[src/rtl/piso_shift_transmitter.sv]
// piso_shift_transmitter: takes a parallel word over a valid/ready handshake and sends it MSB-first, one bit per clock.
// frameActive marks each valid bit; pause stretches the current bit; done pulses for one cycle after the last bit.
`default_nettype none

module piso_shift_transmitter #(
  parameter int WIDTH = 4,
  parameter int CNT_W = 4
) (
  input  logic             clockpulse,
  input  logic             clear,
  input  logic [WIDTH-1:0] dataIn,
  input  logic             dataValid,
  output logic             dataReady,
  input  logic             pause,
  output logic             serialOutput,
  output logic             frameActive,
  output logic [CNT_W-1:0] bitCount,
  output logic             done
);

  typedef enum logic [0:0] {
    IDLE  = 1'b0,
    SHIFT = 1'b1
  } state_t;

  localparam logic [CNT_W-1:0] LAST_CNT = CNT_W'(WIDTH - 1);

  state_t             state_q, state_d;
  logic [WIDTH-1:0]   shreg_q, shreg_d;
  logic [CNT_W-1:0]   cnt_q,   cnt_d;
  logic               done_q,  done_d;

  always_ff @(posedge clockpulse or posedge clear) begin
    if (clear) begin
      state_q <= IDLE;
      shreg_q <= '0;
      cnt_q   <= '0;
      done_q  <= 1'b0;
    end else begin
      state_q <= state_d;
      shreg_q <= shreg_d;
      cnt_q   <= cnt_d;
      done_q  <= done_d;
    end
  end

  always_comb begin
    state_d = state_q;
    shreg_d = shreg_q;
    cnt_d   = cnt_q;
    done_d  = 1'b0;
    case (state_q)
      IDLE: begin
        if (dataValid) begin
          shreg_d = dataIn;
          cnt_d   = '0;
          state_d = SHIFT;
        end
      end
      SHIFT: begin
        // While paused everything holds, stretching the bit currently on the line.
        if (!pause) begin
          shreg_d = {shreg_q[WIDTH-2:0], 1'b0};
          if (cnt_q == LAST_CNT) begin
            state_d = IDLE;
            cnt_d   = '0;
            done_d  = 1'b1;
          end else begin
            cnt_d = cnt_q + 1'b1;
          end
        end
      end
      default: state_d = IDLE;
    endcase
  end

  assign dataReady    = (state_q == IDLE) && !clear;
  assign frameActive  = (state_q == SHIFT);
  assign serialOutput = frameActive & shreg_q[WIDTH-1];
  assign bitCount     = cnt_q;
  assign done         = done_q;

endmodule

`default_nettype wire

[config.mk]
export PLATFORM = sky130hd
export DESIGN_NAME = piso_shift_transmitter
export DESIGN_NICKNAME = d
export VERILOG_FILES = /design/src/rtl/piso_shift_transmitter.sv
export SDC_FILE = /design/constraint.sdc
export NUM_CORES = 1
export LEC_CHECK = 0
export ABC_AREA = 1
export ABC_CLOCK_PERIOD_IN_PS = 1200
export CAP_MARGIN = 40
export CORE_AREA = 2 2 39 41
export CTS_CLUSTER_SIZE = 30
export DETAILED_ROUTE_END_ITERATION = 16
export DIE_AREA = 0 0 41 43
export HOLD_SLACK_MARGIN = 0.1
export PLACE_DENSITY = 0.67
export SYNTH_ARGS = -nofsm -noshare
export SYNTH_HDL_FRONTEND = slang
export SYNTH_SLANG_ARGS = --single-unit
[constraint.sdc]
create_clock -name clockpulse -period 1.2 [get_ports clockpulse]
set_input_delay 0.18 -clock clockpulse [delete_from_list [all_inputs] [get_ports clockpulse]]
set_output_delay 0.18 -clock clockpulse [all_outputs]
set_load 0.05 [all_outputs]
==> flow_metrics.tcl <==
set metrics [dict create \
    achievable-frequency_ghz 0.843 \
    synth-compound-area-share_pct 7.59 \
    worst_path_max_delay_cell "dfrtp_2" \
    yosys-top-cells-area "dfrtp_1 51%, nand2_1 14%, nand2_4 4.6%" \
    hold_violations 0 \
    synthesized_net_count 67 \
    floorplan.rows 14 \
    grt_util_all_layers_pct 16.1 \
    crit_path_start_kind "flip-flop" \
    syn_area_um2 494 \
    dominant_combinational_cell_family_by_area_after_synthesis "simple AND/OR/NAND/NOR gates" \
    rrSetupSlack_ns 0.06 \
    synth_largest_type_area_fraction_pct 50.6 \
    antenna_cells_inserted 0 \
    path_delay_family "flip-flops" \
    nNetsFinal 91 \
    clk_path_buf_depth 2 \
    routed-via-count 426 \
    cp_cell_instances "nor2_4 -> buf_12" \
    die_width_um 41 \
    floorplan.core_area_mm2 0.00138 \
    utilization_pct 59.7 \
    postSynthAreaPerCell_um2 8.52 \
    relSlewSlack_pct 75.6 \
    insertion_delay_ns 0.26 \
    number_of_top_level_design_ports 16 \
    cts_sinks 10 \
    cts_hold_buffers 0 \
    drc 0 \
    cts_tree "built" \
    fin_crit_sh_pct 98.9 \
    crit_path_max_incr_delay_ns 0.49 \
    die_area_mm2 0.00176 \
    simple_gate_share_of_the_synthesized_area_pct 31.1 \
    setup-violations-final 0 \
    synth_warnings 0 \
    placement.io_buffers 15 \
    grt_start_max_net_pins 11 \
    layout-area-overhead-vs-synth_pct 67.1 \
    type_of_the_worst_setup_path "flip-flop to output port" \
    synthDistinctLibCells 15 \
    grt_antenna_before_repair 0 \
    syn-instance-count 58 \
    effective_utilization_at_floorplan_pct 35.7 \
    route.antenna.remaining_nets 0 \
    required_ns 1.02 \
    holdWs_ns 0.287 \
    worst_ep_arrival_time_ns 1.01 \
    rsz0062_at_grt "yes" \
    gp_congestion 0.807 \
    grt_pass1_vias 423 \
    route.detailed.wl_per_inst_um 11.4 \
    via_per_inst 4.39 \
    leakagePower_nw 0.400 \
    max_cap_viol_count 0 \
    layout_cell_share_with_drive_strength_beyond_1_pct 35.8 \
    dr.first_iter.drc_count 3 \
    h_tree_level_count 1 \
    dpl.hpwl_um 833 \
    synth_xor_xnor_area_share_pct 1.77 \
    run_status "finished, final reports clean" \
    yosys-mux-area-fraction_pct 0 \
    worstHoldPathType "primary input to asynchronous set/reset pin" \
    clk_pin_slew_worst_paths_ns 0.07 \
    powerDensity_mw_per_mm2 2520 \
    worst-path-buf-inv 1 \
    global_route.overflow_total 0 \
    worst-path-max-fanout 6 \
    worst-slew-pin-transition_ns 0.366 \
    synth-adder-area-share_pct 2.53 \
    dr.pass1.iters 2 \
    final_critical_path_time_including_i_o_delays_and_setup_ns 1.19 \
    detail_route.wirelength_um 1110 \
    slew_violations 0 \
    wire_length_of_the_first_global_routing_pass_um 1860 \
    sequential_to_total_area_share_from_yosys_stat_pct 50.6 \
    synth_top_cell_by_area "dfrtp_1" \
    cts-root-buf "clkbuf_4" \
    cts_buffers 3 \
    yosys_register_bits 10 \
    floorplan.die.height_um 43 \
    timing.clock.skew_ns 0.00503 \
    irDropWorstVdd_mv 1.11 \
    worstSetupEndpointType "output port" \
]
metrics by stage:
step	TNS, ns	instance area (um^2)	std cells	power, mW	worst slack, ns
2_1_floorplan	-0.00118	500	58	1.20	-0.00118
3_3_place_gp	0	766	91	1.75	0.0525
3_5_place_dp	0	766	91	1.78	0.0279
4_1_cts	0	816	97	2.07	0.00576
5_1_grt	-0.0491	826	97	2.21	-0.0255
6_report	0	826	97	2.08	0.0138
synthesized netlist by cell type (all sizes together):
cell type / count
dfrtp: 10
ha: 1
inv: 7
nand2: 22
nand3: 2
nand4: 1
nor2: 5
o211ai: 3
o21ai: 3
or2: 3
xnor2: 1
power by group:
part / switching (mW) / internal [mW] / leakage, nW
clock: 0.111 / 0.128 / 0.0150
combinational: 0.659 / 0.592 / 0.260
sequential: 0.138 / 0.456 / 0.125
layout by cell type, fill, tap and decap left out, drive strengths merged:
cell	instances
clkdlybuf4s50	7
ha	1
clkbuf	4
nand4	1
nand3	2
nor2	5
o211ai	3
buf	12
or2	3
nand2	22
o21ai	3
inv	7
dfrtp	10
xnor2	1
flip-flops by register name, indices dropped and copies added, names as in the netlist:
| signal | cells |
|---|---|
| bitCount | 4 |
| shreg_q | 4 |
| done | 1 |
| frameActive | 1 |
layer usage:
metal  track usage (%)  vias to the layer above  wire length [um]
li1                  -                      227                 -
met1              21.5                      190               505
met2              24.7                        7               557
met3              3.14                        2                23
met4              6.00                        0                19
met5                 0                        -                 0
final cells by class:
type | instances | area (um^2)
multi-input combinational | 41 | 228
tap | 16 | 20.0
sequential | 10 | 254
fill | 123 | 558
clock buffer | 4 | 26.3
timing repair buffer | 19 | 264
inverter | 7 | 33.8
final timing paths:
check / from / endpoint / cells past startpoint
worst max-delay path: frameActive / dataReady / 2
worst max register to register: frameActive / shreg_q[1] / 4
max in group asynchronous: clear / frameActive / 2
worst min register to register: shreg_q[0] / shreg_q[0] / 2
min in group clockpulse: shreg_q[0] / shreg_q[0] / 2
worst min-delay path: clear / bitCount[3] / 2
logic make-up after synthesis:
| kind of cell | Yosys count |
|---|---|
| compound gates | 6 |
| xor+xnor | 1 |
| fa+ha+maj | 1 |
| buf+inv | 7 |
| flops | 10 |
| simple gates | 33 |
what timing repair did:
action | in CTS | in global routing
setup buffers | 2 | 0
resized for setup | 3 | 4
cloned | 0 | 0
pin swaps | 1 | 4
endpoints found under the setup margin | 2 | 8
No activity file was read; power rests on OpenSTA's default activity.
